### src/rtl/nibble_piso_pkg.sv
// Shared types and default sizing for the nibble parallel-in/serial-out unloader.
package nibble_piso_pkg;
   localparam int WIDTH_DEF = 4;
   localparam int DEPTH_DEF = 16;
   localparam int IDX_W     = $clog2(DEPTH_DEF);

   typedef logic [3:0] nibble_t;

   typedef enum logic {
      IDLE  = 1'b0,
      SHIFT = 1'b1
   } piso_state_t;
endpackage

### src/rtl/nibble_piso_16_reg_en.sv
// WIDTH-bit storage register with synchronous active-high reset and load enable.
module nibble_reg_en #(
   parameter int WIDTH = 4
) (
   input  logic             clk,
   input  logic             rst,
   input  logic             load,
   input  logic [WIDTH-1:0] d,
   output logic [WIDTH-1:0] q
);
   always_ff @(posedge clk) begin
      if (rst)       q <= '0;
      else if (load) q <= d;
   end
endmodule

### src/rtl/nibble_piso_16.sv
// Parallel-in/serial-out nibble unloader with valid/ready on both sides and a global enable.
// Build option: define NIBBLE_PISO_MSB_FIRST_EN to emit entry DEPTH-1 first.
//
// state | meaning
// IDLE  | buffer empty, waiting for an array load; Q=0, out_valid=0
// SHIFT | presenting buffer entry selected by idx on Q until its beat is taken
module nibble_piso_16
   import nibble_piso_pkg::*;
#(
   parameter int WIDTH = WIDTH_DEF,
   parameter int DEPTH = DEPTH_DEF
) (
   input  logic                     clk,
   input  logic                     rst,
   input  logic                     en,
   input  logic                     in_valid,
   output logic                     in_ready,
   input  logic [WIDTH-1:0]         D [DEPTH-1:0],
   output logic                     out_valid,
   input  logic                     out_ready,
   output logic [WIDTH-1:0]         Q,
   output logic                     last,
   output logic [$clog2(DEPTH)-1:0] idx
);
   localparam int IW = $clog2(DEPTH);
   localparam logic [IW-1:0] LAST_IDX = IW'(DEPTH - 1);

   piso_state_t    state, state_nxt;
   logic [IW-1:0]  idx_nxt;
   logic [IW-1:0]  sel;
   logic           load, beat, at_last;
   logic [WIDTH-1:0] buffer [DEPTH];

   for (genvar g = 0; g < DEPTH; g++) begin : g_buf
      nibble_reg_en #(.WIDTH(WIDTH)) u_reg (
         .clk  (clk),
         .rst  (rst),
         .load (load),
         .d    (D[g]),
         .q    (buffer[g])
      );
   end

`ifdef NIBBLE_PISO_MSB_FIRST_EN
   assign sel = LAST_IDX - idx;
`else
   assign sel = idx;
`endif

   assign at_last = (idx == LAST_IDX);
   assign load    = in_valid & in_ready;
   assign beat    = out_valid & out_ready;

   always_ff @(posedge clk) begin
      if (rst) begin
         state <= IDLE;
         idx   <= '0;
      end else begin
         state <= state_nxt;
         idx   <= idx_nxt;
      end
   end

   always_comb begin
      state_nxt = state;
      idx_nxt   = idx;
      in_ready  = 1'b0;
      out_valid = 1'b0;
      Q         = '0;
      last      = 1'b0;
      unique case (state)
         IDLE: begin
            in_ready = en;
            if (load) begin
               state_nxt = SHIFT;
               idx_nxt   = '0;
            end
         end
         SHIFT: begin
            out_valid = en;
            Q         = buffer[sel];
            last      = at_last;
            // Accepting the next array on the final beat avoids an idle bubble.
            in_ready  = en & at_last & out_ready;
            if (beat) begin
               if (at_last) begin
                  idx_nxt   = '0;
                  state_nxt = load ? SHIFT : IDLE;
               end else begin
                  idx_nxt = idx + IW'(1);
               end
            end
         end
         default: state_nxt = IDLE;
      endcase
   end
endmodule

### config.mk
export PLATFORM = sky130hd
export DESIGN_NAME = nibble_piso_16
export DESIGN_NICKNAME = d
export VERILOG_FILES = /design/src/rtl/nibble_piso_pkg.sv /design/src/rtl/nibble_piso_16_reg_en.sv /design/src/rtl/nibble_piso_16.sv
export SDC_FILE = /design/constraint.sdc
export NUM_CORES = 1
export LEC_CHECK = 0
export ABC_AREA = 1
export CORE_MARGIN = 5
export CORE_UTILIZATION = 45
export DETAILED_ROUTE_END_ITERATION = 8
export PLACE_DENSITY = 0.76
export SETUP_SLACK_MARGIN = 0.5
export SLEW_MARGIN = 20
export SYNTH_ARGS = -nofsm -noshare
export SYNTH_HDL_FRONTEND = slang
export SYNTH_SLANG_ARGS = --single-unit
### constraint.sdc
create_clock -name clk -period 1.7 [get_ports clk]
set_clock_uncertainty 0.05 [all_clocks]
set_input_delay 0.51 -clock clk [delete_from_list [all_inputs] [get_ports clk]]
set_output_delay 0.51 -clock clk [all_outputs]
set_load 0.02 [all_outputs]
# ---- Yosys cells after proc, flatten, opt, wreduce, memory -nomap -nowiden
# Cells that the tools add are included.
# W data, S select, Z words.
dict set report op_classes {
  n_mux 15
  n_addsub 1
  n_eq_ne 3
  n_reduce_logical 1
  magnitude_cmp 1
  bitwise_logic 6
}
# operator count
set op_table {}
lappend op_table {{$mux W4} 6}
lappend op_table {{$bmux W4 S4} 1}
lappend op_table {{$pmux W4 S2} 1}
lappend op_table {{$ge A5 B5 Y1 const B} 1}
lappend op_table {{$mux W1} 5}
lappend op_table {{$not A4 Y5} 1}
lappend op_table {{$add A4 B1 Y4 const B} 1}
lappend op_table {{$and A1 B1 Y1} 4}
lappend op_table {{$eq A4 B4 Y1 const B} 1}
lappend op_table {{$ne A2 B1 Y1 const B} 2}
lappend op_table {{$pmux W1 S2} 2}
lappend op_table {{$reduce_and A2 Y1} 1}
lappend op_table {{$not A1 Y1} 1}
dict set report totals {
  regBits 69
  wordCells 45
  input_bits 69
  out_inout_bits 11
}

# ---- Depth between registers and ports, before layout
dict set report depth {
  depth_word 9
  mapped_depth 10
  mapped_depth_nobuf 8
}

# ---- By module
# A second synthesis with hierarchy kept.
dict set report hier_totals {
  cells_unflattened 663
  hier_area_um2 3893.7
}
# module area_per_inst_um2 cells_per_inst n_inst seq_area_each_um2
set modules_own_cells {}
lappend modules_own_cells {nibble_reg_en 172.7 26 16 80.1}
lappend modules_own_cells {nibble_piso_16 1131.1 247 1 100.1}

# ---- Worst setup path before layout
# No wires, ideal clock.
dict set report synth_timing {
  path_kind {register to output}
  start {register idx[0]}
  end {output port Q[0]}
  path_buffers 2
  required_ns 1.140
  slack_ns -0.468
  arrival_time_ns 1.608
  stages_incl_launch_ff 11
  cell_sequence {dfxtp_1 -> buf_2 -> inv_1 -> clkbuf_1 -> nand2_1 -> nand3_1 -> nand2_1 -> nand2_1 -> nand2_1 -> inv_1 -> a21oi_1}
}
dict set report synth_via {
  elab_chain_len 5
}
# element line
set synth_rtl {}
lappend synth_rtl {{start: declaration} nibble_piso_16.sv:23} ;# output logic [$clog2(DEPTH)-1:0] idx
lappend synth_rtl {{start signal: assignment} nibble_piso_16.sv:60} ;# idx <= idx_nxt;
lappend synth_rtl {{$not A4 Y5 (implied by the code)} nibble_piso_16.sv:81} ;# Q = buffer[sel];
lappend synth_rtl {{$bmux W4 S4} nibble_piso_16.sv:81}
lappend synth_rtl {{$mux W4 (implied by the code) (2 in a row)} nibble_piso_16.sv:81}
lappend synth_rtl {{$mux W4} nibble_piso_16.sv:71} ;# unique case (state)
lappend synth_rtl {{end: declaration} nibble_piso_16.sv:21} ;# output logic [WIDTH-1:0] Q,
# No other way between the ends. The select of a mux whose other input is x is not followed.

# ---- Worst setup path in the final report
dict set report layout_timing {
  start {register idx[0]}
  end {output port Q[1]}
}
# The elaborated chain is that of the path after synthesis.

==> metrics.cfg <==
[worst_setup_path]
crit_type = reg2out
cpPeakStageDelay_ns = 0.43
cp_max_fo = 9
worst-path-buf-inv = 3
cpLargestDelayFamily = flip-flops
slowest_stage = dfxtp_4
path_cells = clkinv_8 -> buf_4 -> nand2_1 -> nand3_2 -> nand3_2 -> nand3_2 -> a21oi_4 -> buf_6
crit_arrival_ns = 1.75
cpMostUsedCell = nand3_2
critPathLaunchType = flop
critPathRequiredTime_ns = 1.14
cp-end-kind = output pin

[yosys]
synth_area_mm2 = 0.00397
synth_nets = 602
ys_seq_area_share_pct = 34.8
yosysUniqueCellTypes = 21
syn_area_per_cell_um2 = 7.46
ys_ff_latch = 69
synthCells = 532
yosys_warnings = 0

[run]
maxCapViolations = 0

[cts]
cts-root-buf = clkbuf_8
cts_tree = yes
cts_sinks = 69
path_clk_slew_ns = 0.07
htreeDepth = 3
clock_latency_ns = 0.35
clock_tree.buffer_depth = 2
cts_inserted_buffers = 9

[layout]
final_layout_size_suffix_gt1_share_pct = 43.9
num_antenna_cells = 0
layout_commonest_cell = nand2_1
utilization_pct = 70.1
fillers = 628
regArea_mm2 = 0.00140
final_nets = 717
multi_input_area_mm2 = 0.00239
finalNonFillerCells = 760
final_cell_mix = nand2_1, nand3_2, dfxtp_1, clkdlybuf4s50_1, a21oi_2
area_growth_pct = 53.3

[global_route]
grt_max_degree = 36
grt_pass1_wl_mm = 20.6
grt-ovfl-total = 0
grt.total_usage_pct = 23.5
antenna_found_initial = 0
grt_pass1_vias = 4139

[detailed_routing]
num_vias = 3986
drtIter0Drc = 196
routedWlPerCell_um = 17.3
post_drt_via_cell_ratio = 5.24
drt_pass1_iterations = 4
wl_mm = 13.2
drc_errors = 0
drtAntennaViolNets = 0

[timing]
finalCritPeriodShare_pct = 136
setup_viol = 72
maxSlewHeadroom_pct = 79.8
clock.fmax_mhz = 434
slew_violations = 0
rsz0062_at_grt = yes
worst_pin_slew_ns = 0.301
finalHoldViolations = 0
fin_ws_ns = -0.606
layout_min_cycle_time_ns = 2.31

[run_status]
violations = setup timing
status = complete, but fails checks

[placement]
gp_congestion = 0.870
dp_cells = 717
numPortBuffers = 79
pre_cts_slack_ns = -0.895
hpwl_mm = 7.19

[power_and_ir_drop]
ir_worst_vdd_mv = 0.521
comb_power_share_pct = 22.8
p_seq_share_pct = 41.6
p_sw_mw = 1.15
p_leak_nw = 2.31
switching_share_pct = 27.5
clkPwrFrac_pct = 35.6
p_int_mw = 3.02
p_per_area_mw_per_mm2 = 686
power_mw = 4.17

[floorplan]
start_util_pct = 45.7
placementRows = 34
dieWidth_um = 104
core_mm2 = 0.00868
die-area_mm2 = 0.0108
pin_count = 80
die_h_um = 104

[hold_path]
hp-class = reg2reg

stage by stage:
stage | cell area [µm²] | setup TNS (ns) | hold slack (ns)
after global routing | 6080 | -30.18 | 0.426
after global placement | 5080 | -45.54 | 0.398
after detailed placement | 5080 | -50.11 | 0.404
after floorplan | 4190 | -0.186 | 0.388
after CTS | 5850 | -14.53 | 0.412
final | 6080 | -25.97 | 0.415
final timing paths:
check | startpoint | to | slack (ns) | depth (start not counted)
max | idx[0]$_SDFFE_PP0P_ | Q[1] | -0.61 | 8
min | g_buf[5].u_reg.q[1]$_SDFFE_PP0P_ | g_buf[5].u_reg.q[1]$_SDFFE_PP0P_ | 0.41 | 2
max reg2reg | idx[0]$_SDFFE_PP0P_ | g_buf[7].u_reg.q[0]$_SDFFE_PP0P_ | -0.42 | 12
min reg2reg | g_buf[5].u_reg.q[1]$_SDFFE_PP0P_ | g_buf[5].u_reg.q[1]$_SDFFE_PP0P_ | 0.41 | 2
routing by layer:
metal	GRT usage, %	share of wire (%)
met1	27.6	40
met2	40.2	51
met3	6.33	5.8
met4	9.53	3.1
met5	0	0
sequential cells by signal, indices dropped and copies added (netlist names):
register	flops
state	1
g_buf.u_reg.q	64
idx	4
worst register-to-register path: stages (launching register included):
cell and delay, ns:
dfxtp_4 0.43, buf_6 0.15, buf_6 0.11, ha_4 0.15
inv_4 0.04, nor2_4 0.12, nand2_2 0.09, o21ai_4 0.09
buf_6 0.16, buf_4 0.14, bufbuf_16 0.27, nand3_2 0.08
a21oi_2 0.16
final cells by class:
| type | count | share of cell area (%) |
|---|---|---|
| Timing Repair inverter | 1 | 0.185 |
| Multi-Input combinational cell | 365 | 39.3 |
| Tap cell | 108 | 2.22 |
| Clock buffer | 14 | 3.02 |
| Timing Repair Buffer | 143 | 27.7 |
| Inverter | 58 | 3.97 |
| Sequential cell | 69 | 23.0 |
| Clock inverter | 2 | 0.617 |
power groups by stage:
stage	Clock (mW)	Sequential, mW	Combinational (mW)
after floorplan	0	1.76	0.454
after global placement	0	1.76	0.677
after detailed placement	0	1.76	0.690
after CTS	1.48	1.73	0.892
after global routing	1.56	1.74	1.01
final	1.49	1.74	0.950
cell usage after synthesis, drive strengths merged:
library cell | n | share of area, %
nand3 | 98 | 19
dfxtp | 69 | 35
o21ai | 2 | 0.54
nand2 | 183 | 17
buf | 27 | 6.6
a21oi | 73 | 14
inv | 58 | 5.5
xor2 | 1 | 0.22
nor2 | 5 | 0.60
clkbuf | 13 | 1.2
nor3 | 2 | 0.25
ha | 1 | 0.32
cell families (layout without fill, tap and decap cells):
group	count (synthesis)	in the layout	synth area share [%]
xor+xnor	1	1	0.221
simple gates	288	288	36.9
flops	69	69	34.8
compound gates	75	75	14.5
buf+inv	98	218	13.3
fa+ha+maj	1	1	0.315
timing repair:
item                       4_1_cts  5_1_grt
hold endpoints to repair         0        0
gates resized for setup        114       67
setup buffers                   11        5
pin swaps                       10        5
hold buffers                     0        0
setup endpoints to repair       80       80
gates cloned                    10        1
Power figures use the tool's default switching activity.
==> edit (same settings) <==
`DEPTH_DEF`: 16 -> 32.
--- a/src/rtl/nibble_piso_pkg.sv
+++ b/src/rtl/nibble_piso_pkg.sv
@@ -1,7 +1,7 @@
 // Shared types and default sizing for the nibble parallel-in/serial-out unloader.
 package nibble_piso_pkg;
    localparam int WIDTH_DEF = 4;
-   localparam int DEPTH_DEF = 16;
+   localparam int DEPTH_DEF = 32;
    localparam int IDX_W     = $clog2(DEPTH_DEF);
 
    typedef logic [3:0] nibble_t;
Interface: changed (resized D and idx); port bits go from 80 to 145. The function was not compared with the original's and may differ.
==> edit against the unedited design <==
The run still ends with negative setup slack left; area after synthesis grew 82%; sequential cell count up 65; wire length grew to 2.9 times the old value; non-clock buffer count grew 180; power increased to 2.5 times the old value; final cell count grew 86%; worst setup slack got worse by 740 ps; clock power increased to 2.6 times the old value; cell area grew 120%; critical path type unchanged.
==> edit: results <==
group,metric,value,unit
global_routing,grt_pass1_wl,49800,um
synthesis,synth.top_cells.by_count,"nand2_1, dfxtp_1, nand3_1, a21oi_2, nand3_2",
outcome,violations,"negative setup slack",
synthesis,synth.distinct_cells,23,
final_layout,drive_gt1_share,54.2,%
power_and_ir_drop,p_leak,5.15,nW
place,gp_congestion,0.801,
timing,fin_ws,-1340,ps
timing,worst_pin_slew,651,ps
power_and_ir_drop,power_frac_seq,33.0,%
place,dp_hpwl,13900,um
synthesis,yosys.area.top_type_share,37.2,%
route,wirelength,38800,um
timing,setup_tns,-106080,ps
place,port_buffers,144,
clock_tree,ctsLongestPathBuffers,2,
final_layout,reg.largest.list,"g_buf.u_reg.q (128), idx (5), state (1)",
synthesis,avgSynthCellArea,7.81,um2
place,post-place-ws,-886,ps
route,num_vias,8821,
synthesis,synth_area_leaders,"dfxtp_1, nand2_1, nand3_2",
final_layout,regMostFlops,"g_buf.u_reg.q",
synthesis,synth-async-reset-ratio,0,%
synthesis,yosysSeqAreaShare,37.2,%
route,drtIter0Drc,947,
clock_tree,ctsRootBufferMaster,"clkbuf_16",
route,firstDrtPassIters,6,
global_routing,grt_usage,35.4,%
outcome,status,"complete, but fails checks",
synthesis,ys_warn_count,0,
clock_tree,cts_buffers,17,
power_and_ir_drop,peakVddDrop,0.753,mV
timing,hold_slack,364,ps
global_routing,antenna_found_initial,2,
setup_path,rrSetupSlack,-870,ps
place,placed_cells,1286,
setup_path,crit_arrival,2480,ps
timing,finalSetupViolCount,143,
floorplanning,core-area,0.0158,mm2
global_routing,grt_max_degree,47,
setup_path,path_max_fanout,17,
power_and_ir_drop,p_int,7.20,mW
clock_tree,worstSkewPairLatency,450,ps
clock_tree,path_clk_slew,60,ps
synthesis,synthFlopType,"dfxtp_1",
synthesis,syn_nets,1059,
place,place_area,0.00927,mm2
route,wl_per_cell,27.5,um
clock_tree,htree_levels,4,
hold_path,holdCritPathClass,"input pin to register",
edit: power groups by stage:
stage                     combinational (mW)  clock (mW)  sequential (mW)
after detailed placement                1.56           0             3.45
after global placement                  1.54           0             3.45
final                                   3.10        3.92             3.46
after floorplan                         1.00           0             3.43
after global routing                    3.19        4.01             3.47
after CTS                               2.61        3.80             3.41
edit: kinds of logic after synthesis:
family	share of synthesized area, %
AND/OR/NAND/NOR	37.5
AO/OA/AOI/OAI	15.9
buffers and inverters	9.12
flip-flops	37.2
adder cells (fa/ha/maj)	0.347
edit: final cells by class:
type / count / area [um2]
Multi-Input combinational cell: 686 / 5570
Timing Repair Buffer: 323 / 4430
Sequential cell: 134 / 2710
Fill cell: 648 / 2160
Clock buffer: 21 / 493
Tap cell: 216 / 270
Clock inverter: 11 / 120
Inverter: 21 / 86.3
Antenna cell: 1 / 2.50
edit: what timing repair did:
| item | in CTS | in global routing |
|---|---|---|
| gates cloned | 42 | 1 |
| resized for setup | 441 | 134 |
| buffers inserted | 37 | 14 |
| pin swaps | 88 | 48 |
| setup endpoints to repair | 146 | 146 |
edit: layer usage:
layer,up-vias,track usage (%),part of all wire (%)
met5,-,0,0.031
met4,2,25.7,10
met3,295,8.13,11
met2,750,59.8,47
met1,4142,38.9,33
li1,3632,-,-
edit: path summary, 6_finish.rpt:
kind                                          start  depth (start not counted)                                 to
setup / recovery                idx[0]$_SDFFE_PP0P_                         11                               Q[1]
hold reg to reg   g_buf[27].u_reg.q[1]$_SDFFE_PP0P_                          2  g_buf[27].u_reg.q[1]$_SDFFE_PP0P_
setup reg to reg                idx[0]$_SDFFE_PP0P_                         15   g_buf[7].u_reg.q[2]$_SDFFE_PP0P_
hold / removal                             in_valid                          3  g_buf[12].u_reg.q[1]$_SDFFE_PP0P_
edit: worst max-delay path, stage by stage, from the launching register on:
cell,delay [ps]
dfxtp_4,400
inv_8,100
buf_16,160
nand2_1,90
nand3_1,120
nand2_1,200
nand2_2,240
nand2_1,180
nor2_4,190
nor2_4,60
nor2_4,130
buf_6,140
edit: stage by stage:
stage | utilization (%) | power, mW
after floorplan | - | 4.43
after global placement | 58.5 | 4.99
after detailed placement | 58.5 | 5.01
after CTS | 81.2 | 9.82
after global routing | 86.4 | 10.7
final | 86.4 | 10.5
